==> src/rtl/decode_stage.sv <==
// decode_stage: pipelined RISC-V (RV32I subset) decode stage.
//
// Decodes R-type, I-ALU, lw, sw, beq/bne and jal; anything else is a NOP.
// Holds the 32x32 register file (two combinational read ports with
// write-through bypass from writeback, x0 hard-wired to zero), resolves
// branches/jumps in this stage (PCSrcD/PCBranchD), and registers all
// execute-stage values in the D/E pipeline register.
//
// Configuration macro: BRANCH_FWD_EN
//   defined   -> branch compare operands may be forwarded from ALUOutM
//                (ForwardAD / ForwardBD select).
//   undefined -> compares use register-file data only; the forwarding
//                ports remain but are ignored.
//
// Ports:
//   clk, reset            clock, synchronous active-high reset
//   InstrD, PCPlus4D      instruction and PC+4 from the fetch register
//   RegWriteW, RdW,
//   ResultW               register-file write port (writeback)
//   FlushE, StallE        D/E register controls (flush wins over stall)
//   ForwardAD, ForwardBD,
//   ALUOutM               branch-compare forwarding select and data
//   PCSrcD, PCBranchD     taken branch/jump and its target
//   Rs1D, Rs2D            source indices to the hazard unit
//   *E outputs            D/E register contents
module decode_stage (
  input  logic        clk,
  input  logic        reset,
  input  logic [31:0] InstrD,
  input  logic [31:0] PCPlus4D,
  input  logic        RegWriteW,
  input  logic [4:0]  RdW,
  input  logic [31:0] ResultW,
  input  logic        FlushE,
  input  logic        StallE,
  input  logic        ForwardAD,
  input  logic        ForwardBD,
  input  logic [31:0] ALUOutM,
  output logic        PCSrcD,
  output logic [31:0] PCBranchD,
  output logic [4:0]  Rs1D,
  output logic [4:0]  Rs2D,
  output logic        RegWriteE,
  output logic        MemtoRegE,
  output logic        MemWriteE,
  output logic        ALUSrcE,
  output logic        JumpE,
  output logic [2:0]  ALUControlE,
  output logic [31:0] RD1E,
  output logic [31:0] RD2E,
  output logic [31:0] ImmExtE,
  output logic [31:0] PCPlus4E,
  output logic [4:0]  Rs1E,
  output logic [4:0]  Rs2E,
  output logic [4:0]  RdE
);

  typedef enum logic [6:0] {
    OP_R   = 7'b0110011,
    OP_I   = 7'b0010011,
    OP_LW  = 7'b0000011,
    OP_SW  = 7'b0100011,
    OP_BR  = 7'b1100011,
    OP_JAL = 7'b1101111
  } opcode_e;

  typedef enum logic [2:0] {
    ALU_ADD = 3'b000,
    ALU_SUB = 3'b001,
    ALU_AND = 3'b010,
    ALU_OR  = 3'b011,
    ALU_XOR = 3'b100,
    ALU_SLT = 3'b101,
    ALU_SLL = 3'b110,
    ALU_SRL = 3'b111
  } alu_op_e;

  typedef enum logic [2:0] {
    IMM_NONE,
    IMM_I,
    IMM_S,
    IMM_B,
    IMM_J
  } imm_sel_e;

  typedef struct packed {
    logic        reg_write;
    logic        memto_reg;
    logic        mem_write;
    logic        alu_src;
    logic        jump;
    logic [2:0]  alu_ctrl;
    logic [31:0] rd1;
    logic [31:0] rd2;
    logic [31:0] imm;
    logic [31:0] pc_plus4;
    logic [4:0]  rs1;
    logic [4:0]  rs2;
    logic [4:0]  rd;
  } de_t;

  logic [2:0]  funct3;
  logic        funct7_b5;
  alu_op_e     alu_f3;
  logic        f3_ok;
  alu_op_e     alu_op;
  imm_sel_e    imm_sel;
  logic        reg_write, memto_reg, mem_write, alu_src, jump;
  logic        rd_used, is_beq, is_bne, is_jal;
  logic [31:0] imm_ext;
  logic [31:0] rd1, rd2;
  logic [31:0] cmp_a, cmp_b;
  logic [31:0] regs_q [32];
  de_t         de_d, de_q;

  assign funct3    = InstrD[14:12];
  assign funct7_b5 = InstrD[30];
  assign Rs1D      = InstrD[19:15];
  assign Rs2D      = InstrD[24:20];

  // funct3 -> ALU op shared by R-type and I-ALU; unsupported funct3 flagged.
  always_comb begin
    alu_f3 = ALU_ADD;
    f3_ok  = 1'b1;
    case (funct3)
      3'b000:  alu_f3 = ALU_ADD;
      3'b111:  alu_f3 = ALU_AND;
      3'b110:  alu_f3 = ALU_OR;
      3'b100:  alu_f3 = ALU_XOR;
      3'b010:  alu_f3 = ALU_SLT;
      3'b001:  alu_f3 = ALU_SLL;
      3'b101:  alu_f3 = ALU_SRL;
      default: f3_ok  = 1'b0;
    endcase
  end

  always_comb begin
    reg_write = 1'b0;
    memto_reg = 1'b0;
    mem_write = 1'b0;
    alu_src   = 1'b0;
    jump      = 1'b0;
    alu_op    = ALU_ADD;
    imm_sel   = IMM_NONE;
    rd_used   = 1'b0;
    is_beq    = 1'b0;
    is_bne    = 1'b0;
    is_jal    = 1'b0;
    case (InstrD[6:0])
      OP_R: if (f3_ok) begin
        reg_write = 1'b1;
        alu_op    = (funct3 == 3'b000 && funct7_b5) ? ALU_SUB : alu_f3;
        rd_used   = 1'b1;
      end
      OP_I: if (f3_ok) begin
        reg_write = 1'b1;
        alu_src   = 1'b1;
        alu_op    = alu_f3;
        imm_sel   = IMM_I;
        rd_used   = 1'b1;
      end
      OP_LW: if (funct3 == 3'b010) begin
        reg_write = 1'b1;
        memto_reg = 1'b1;
        alu_src   = 1'b1;
        imm_sel   = IMM_I;
        rd_used   = 1'b1;
      end
      OP_SW: if (funct3 == 3'b010) begin
        mem_write = 1'b1;
        alu_src   = 1'b1;
        imm_sel   = IMM_S;
      end
      OP_BR: begin
        if (funct3 == 3'b000) begin
          is_beq  = 1'b1;
          imm_sel = IMM_B;
        end else if (funct3 == 3'b001) begin
          is_bne  = 1'b1;
          imm_sel = IMM_B;
        end
      end
      OP_JAL: begin
        reg_write = 1'b1;
        jump      = 1'b1;
        is_jal    = 1'b1;
        imm_sel   = IMM_J;
        rd_used   = 1'b1;
      end
      default: ;
    endcase
  end

  always_comb begin
    imm_ext = '0;
    case (imm_sel)
      IMM_I:   imm_ext = {{20{InstrD[31]}}, InstrD[31:20]};
      IMM_S:   imm_ext = {{20{InstrD[31]}}, InstrD[31:25], InstrD[11:7]};
      IMM_B:   imm_ext = {{20{InstrD[31]}}, InstrD[7], InstrD[30:25],
                          InstrD[11:8], 1'b0};
      IMM_J:   imm_ext = {{12{InstrD[31]}}, InstrD[19:12], InstrD[20],
                          InstrD[30:21], 1'b0};
      default: imm_ext = '0;
    endcase
  end

  // Read ports: x0 reads zero; a same-cycle write to the read index is
  // passed straight through so writeback and decode can share a cycle.
  always_comb begin
    rd1 = '0;
    if (Rs1D == '0)                                  rd1 = '0;
    else if (RegWriteW && RdW != '0 && RdW == Rs1D)  rd1 = ResultW;
    else                                             rd1 = regs_q[Rs1D];
  end

  always_comb begin
    rd2 = '0;
    if (Rs2D == '0)                                  rd2 = '0;
    else if (RegWriteW && RdW != '0 && RdW == Rs2D)  rd2 = ResultW;
    else                                             rd2 = regs_q[Rs2D];
  end

  always_ff @(posedge clk) begin
    if (reset) begin
      for (int unsigned i = 0; i < 32; i++) regs_q[i[4:0]] <= '0;
    end else if (RegWriteW && RdW != '0) begin
      regs_q[RdW] <= ResultW;
    end
  end

`ifdef BRANCH_FWD_EN
  assign cmp_a = ForwardAD ? ALUOutM : rd1;
  assign cmp_b = ForwardBD ? ALUOutM : rd2;
`else
  logic unused_fwd;
  assign unused_fwd = ^{ForwardAD, ForwardBD, ALUOutM};
  assign cmp_a = rd1;
  assign cmp_b = rd2;
`endif

  assign PCSrcD    = (is_beq && (cmp_a == cmp_b)) ||
                     (is_bne && (cmp_a != cmp_b)) || is_jal;
  assign PCBranchD = (PCPlus4D - 32'd4) + imm_ext;

  always_comb begin
    de_d           = '0;
    de_d.reg_write = reg_write;
    de_d.memto_reg = memto_reg;
    de_d.mem_write = mem_write;
    de_d.alu_src   = alu_src;
    de_d.jump      = jump;
    de_d.alu_ctrl  = alu_op;
    de_d.rd1       = rd1;
    de_d.rd2       = rd2;
    de_d.imm       = imm_ext;
    de_d.pc_plus4  = PCPlus4D;
    de_d.rs1       = Rs1D;
    de_d.rs2       = Rs2D;
    de_d.rd        = rd_used ? InstrD[11:7] : '0;
  end

  always_ff @(posedge clk) begin
    if (reset || FlushE) de_q <= '0;
    else if (!StallE)    de_q <= de_d;
  end

  assign RegWriteE   = de_q.reg_write;
  assign MemtoRegE   = de_q.memto_reg;
  assign MemWriteE   = de_q.mem_write;
  assign ALUSrcE     = de_q.alu_src;
  assign JumpE       = de_q.jump;
  assign ALUControlE = de_q.alu_ctrl;
  assign RD1E        = de_q.rd1;
  assign RD2E        = de_q.rd2;
  assign ImmExtE     = de_q.imm;
  assign PCPlus4E    = de_q.pc_plus4;
  assign Rs1E        = de_q.rs1;
  assign Rs2E        = de_q.rs2;
  assign RdE         = de_q.rd;

endmodule

==> config.mk <==
export PLATFORM = sky130hd
export DESIGN_NAME = decode_stage
export DESIGN_NICKNAME = d
export VERILOG_FILES = /design/src/rtl/decode_stage.sv
export SDC_FILE = /design/constraint.sdc
export NUM_CORES = 2
export LEC_CHECK = 0
export CORE_MARGIN = 3
export CORE_UTILIZATION = 40
export CTS_CLUSTER_SIZE = 28
export DETAILED_ROUTE_END_ITERATION = 16
export SETUP_SLACK_MARGIN = 0.2
export SYNTH_ARGS = -nofsm -noshare
export SYNTH_HDL_FRONTEND = slang
export SYNTH_SLANG_ARGS = --single-unit
export TNS_END_PERCENT = 5
==> constraint.sdc <==
create_clock -name clk -period 13.9 [get_ports clk]
set_input_delay 2.085 -clock clk [delete_from_list [all_inputs] [get_ports clk]]
set_output_delay 2.085 -clock clk [all_outputs]
set_load 0.005 [all_outputs]
==> impl_metrics.py <==
metrics = {
    "outcome": {
        "outcome": "complete, no violations",
    },
    "sta": {
        "finalHoldViolCount": 0,
        "maxSlewViolCount": 0,
        "fin_skew_ns": 0.0300,
        "tns_ns": 0,
        "finalWorstSetupSlack_ns": 3.61,
        "max_freq_mhz": 97.2,
        "rsz0062_at_grt": "false",
        "tightest_slew_ns": 1.37,
        "setup_viol": 0,
        "relSlewSlack": 0.0804,
        "post-route-period-util": 0.740,
        "fin_crit_ns": 10.29,
    },
    "synth": {
        "yosysTopAreaCell": "edfxtp_1",
        "ys.flop_type": "edfxtp_1",
        "netlist_area_um2": 63300,
        "post_synth_main_area_contributors": "edfxtp_1 (49%), mux4_2 (16%), and2_1 (9.2%)",
        "synth_compound_area_frac": 0.0525,
        "synth.avg_cell_area_um2": 13.4,
        "synth-xor-area-share": 0.00983,
        "synth_fa_ha_area_frac": 0.0124,
        "ys_ff_latch": 1164,
        "netlist_instances": 4735,
        "synth_top_family_by_area": "multiplexers",
        "synth_async_sr_flop_share": 0,
        "synthSimpleGateAreaFrac": 0.139,
        "ys_seq_area_frac": 0.530,
        "ys_types": 71,
        "yosys.area.top_type_share": 0.486,
        "synth_edf_count": 1024,
        "synth_warnings": 0,
        "synth.mux.area_fraction": 0.214,
    },
    "clock_tree": {
        "root_buffer": "clkbuf_16",
        "clockBufferDepth": 3,
        "insertion_delay_ns": 0.79,
        "cts_setup_buffers": 0,
        "numCtsBuffers": 133,
        "numClockSinks": 1164,
        "cts.reportedPaths.clkPinSlew_ns": 0.05,
        "htreeDepth": 4,
        "cts_tree": "yes",
        "hold_buffers": 0,
        "ctsResizeCount": 0,
    },
    "route": {
        "viasPerCell": 6.16,
        "drt-initial-drc-count": 5904,
        "ant_nets": 0,
        "top_layer": "met5",
        "dr.pass1.iters": 6,
        "wl_per_cell_um": 32.9,
        "dr_wl_met3_um": 27700,
        "num_vias": 43500,
        "met2_length_um": 105000,
        "drc": 0,
        "routed_wl_um": 232000,
        "wl_met1_um": 88900,
    },
    "setup_path": {
        "reg2reg_to": "RD2E[3]",
        "path_class": "in2out",
        "end_kind": "output pin",
        "crit_path_start_kind": "input pin",
        "cpMaxStageDelayCell": "nor4_1",
        "path_max_fanout": 5,
        "max_stage_delay_ns": 0.69,
        "rr_startpoint": "regs_q[23][3]",
        "crit_end": "PCBranchD[28]",
        "path_cells": "clkdlybuf4s50_1 -> nor4_1 -> o211ai_1 -> nor2_1 -> or2_2 -> a22oi_1 -> ha_1 -> inv_1 -> ha_1 -> a21o_1 -> a21oi_1 -> o21bai_1 -> a21oi_1 -> o31ai_1 -> a211oi_1 -> o21ai_0 -> or4_1 -> a31o_2 -> a21oi_1 -> xnor2_1 -> clkdlybuf4s50_1",
        "worstPathArrival_ns": 8.20,
        "r2r_slack_ns": 10.87,
        "critPathLaunch": "InstrD[6]",
        "reg2reg_depth": 8,
        "required_ns": 11.81,
        "cp_common_cell": "a21oi_1",
    },
    "finish": {
        "fin_util": 0.462,
        "synthToLayoutAreaGrowth_pct": 14.5,
        "drive_above_1_share": 0.185,
        "design_area_um2": 72400,
        "final_nets": 5089,
    },
    "global_route": {
        "overflow": 0,
        "grt_pass1_vias": 42400,
        "grt_max_degree": 85,
        "grt_first_pass_wirelength_um": 324000,
        "antenna_found_initial": 12,
        "gr-usage-all-layers": 0.281,
    },
    "placed_design": {
        "port_buffers": 299,
        "gp_congestion": 0.912,
        "pre_cts_slack_ns": 3.61,
        "dpl_cell_area_um2": 68200,
        "dpl.hpwl_um": 142000,
    },
    "floorplan": {
        "core_um2": 157000,
        "rows": 145,
        "initial_utilization": 0.404,
        "num_io_pins": 334,
        "dieHeight_um": 404,
        "die_area_um2": 163000,
        "die_x_um": 404,
    },
    "hold_path": {
        "hold_class": "reg2reg",
    },
    "power": {
        "switching_share": 0.268,
        "p_clk_frac": 0.391,
        "intPower_mw": 6.45,
        "ir_drop_mv": 0.110,
        "pwr-share-seq": 0.462,
        "p_switching_mw": 2.37,
        "p_leak_nw": 25.7,
        "combPwrFrac": 0.147,
        "power.density_nw_per_um2": 122,
    },
    "job": {
        "maxCapViolations": 0,
    },
}
[cells by family after synthesis]
| kind of cell | Yosys count |
|---|---|
| flip-flops | 1164 |
| AO/OA/AOI/OAI | 499 |
| XOR/XNOR | 71 |
| other | 1 |
| multiplexers | 776 |
| AND/OR/NAND/NOR | 1581 |
| adder cells (fa/ha/maj) | 62 |
| buffers and inverters | 581 |
[how the worst min path moves through the flow]
stage / cells past startpoint / end / start / slack (ns)
3_3_place_gp: 2 / RD1E[8] / RD1E[8] / 0.45
6_report: 2 / RD2E[25] / RD2E[25] / 0.46
4_1_cts: 2 / RD1E[14] / RD1E[14] / 0.46
2_1_floorplan: 2 / RD1E[25] / RD1E[25] / 0.46
5_1_grt: 2 / RD1E[25] / RD1E[25] / 0.49
3_5_place_dp: 2 / RD1E[14] / RD1E[14] / 0.46
[worst max-delay path, delay by kind of cell]
family | cells | cell delay, ns
buffers and inverters | 3 | 1.13
adder cells (fa/ha/maj) | 2 | 0.63
XOR/XNOR | 1 | 0.13
AO/OA/AOI/OAI | 11 | 2.56
AND/OR/NAND/NOR | 4 | 1.65
[metal layers]
metal / GRT usage / vias up
met3: 0.0875 / 525
met4: 0.115 / 4
met2: 0.434 / 2683
met5: 0 / -
li1: - / 18000
met1: 0.367 / 22300
[flip-flops by register name (all words and copies together) (netlist names)]
| register | flops |
|---|---|
| regs_q | 1024 |
| PCPlus4E | 32 |
| RD1E | 32 |
| RD2E | 32 |
| ImmExtE | 21 |
| RdE | 5 |
| Rs1E | 5 |
| Rs2E | 5 |
| ALUControlE | 3 |
| ALUSrcE | 1 |
| JumpE | 1 |
| MemWriteE | 1 |
| MemtoRegE | 1 |
| RegWriteE | 1 |
[cells in the mapped netlist, drive strengths merged, types with 5 or more instances]
| cell type | instances |
|---|---|
| a22oi | 32 |
| buf | 161 |
| a31oi | 20 |
| a211o | 5 |
| nand3 | 38 |
| o221ai | 5 |
| clkbuf | 313 |
| nand2 | 132 |
| edfxtp | 1024 |
| and3 | 16 |
| a22o | 17 |
| o21ai | 65 |
| or2 | 44 |
| dfxtp | 140 |
| o211ai | 22 |
| xor2 | 16 |
| a221oi | 41 |
| nand2b | 12 |
| a21o | 23 |
| a211oi | 22 |
| nand4 | 10 |
| mux2 | 17 |
| a311oi | 7 |
| nor2b | 25 |
| mux4 | 462 |
| nor2 | 258 |
| o22ai | 30 |
| nor3b | 6 |
| nor4 | 11 |
| nor3 | 84 |
| xnor2 | 55 |
| inv | 106 |
| o2111ai | 6 |
| a221o | 12 |
| ha | 61 |
| mux2i | 297 |
| a21oi | 157 |
| o21a | 11 |
| and2 | 935 |
[power by group through the flow]
stage	clock network [mW]	logic (mW)	registers [mW]
finish	3.45	1.29	4.07
CTS	3.48	1.27	4.07
global placement	0	1.26	4.13
floorplan	0	0.746	4.11
detailed placement	0	1.27	4.14
global route	3.62	1.34	4.09
[area by class of cell]
cell class | count | area [um^2]
fillers | 13800 | 84300
flip-flops and latches | 1164 | 33600
multi-input cells | 3021 | 27500
repair buffers | 460 | 4250
clock buffers | 183 | 3600
well taps | 2058 | 2570
clock inverters | 55 | 574
inverters | 107 | 404
diodes | 8 | 20.0
[metrics by stage]
stage	std cells	hold WS [ns]	total power, mW
final	7056	0.462	8.81
after detailed placement	6810	0.455	5.41
after global placement	6810	0.451	5.39
after global routing	7050	0.493	9.05
after floorplan	4766	0.457	4.85
after CTS	7048	0.464	8.82
[cells in the final DEF, fill, tap and decap left out, types with 11 or more instances in the layout]
cell type / count
edfxtp_1: 1024
and2_1: 935
mux4_2: 462
mux2i_1: 297
clkdlybuf4s50_1: 287
nor2_1: 224
buf_4: 161
a21oi_1: 157
dfxtp_1: 140
clkbuf_16: 135
nand2_1: 132
inv_1: 104
nor3_1: 83
ha_1: 61
o21ai_0: 59
xnor2_1: 55
or2_2: 42
clkbuf_1: 42
a221oi_1: 41
nand3_1: 37
a22oi_1: 32
conb_1: 32
o22ai_1: 30
nor2b_1: 24
nor2_4: 24
a21o_1: 23
clkinv_1: 23
o211ai_1: 22
a211oi_1: 22
a31oi_1: 20
a22o_1: 17
mux2_2: 17
and3_1: 16
xor2_1: 16
nand2b_1: 12
a221o_1: 12
clkinv_2: 12
nor4_1: 11
o21a_1: 11
(Power assumes the default switching activity.)
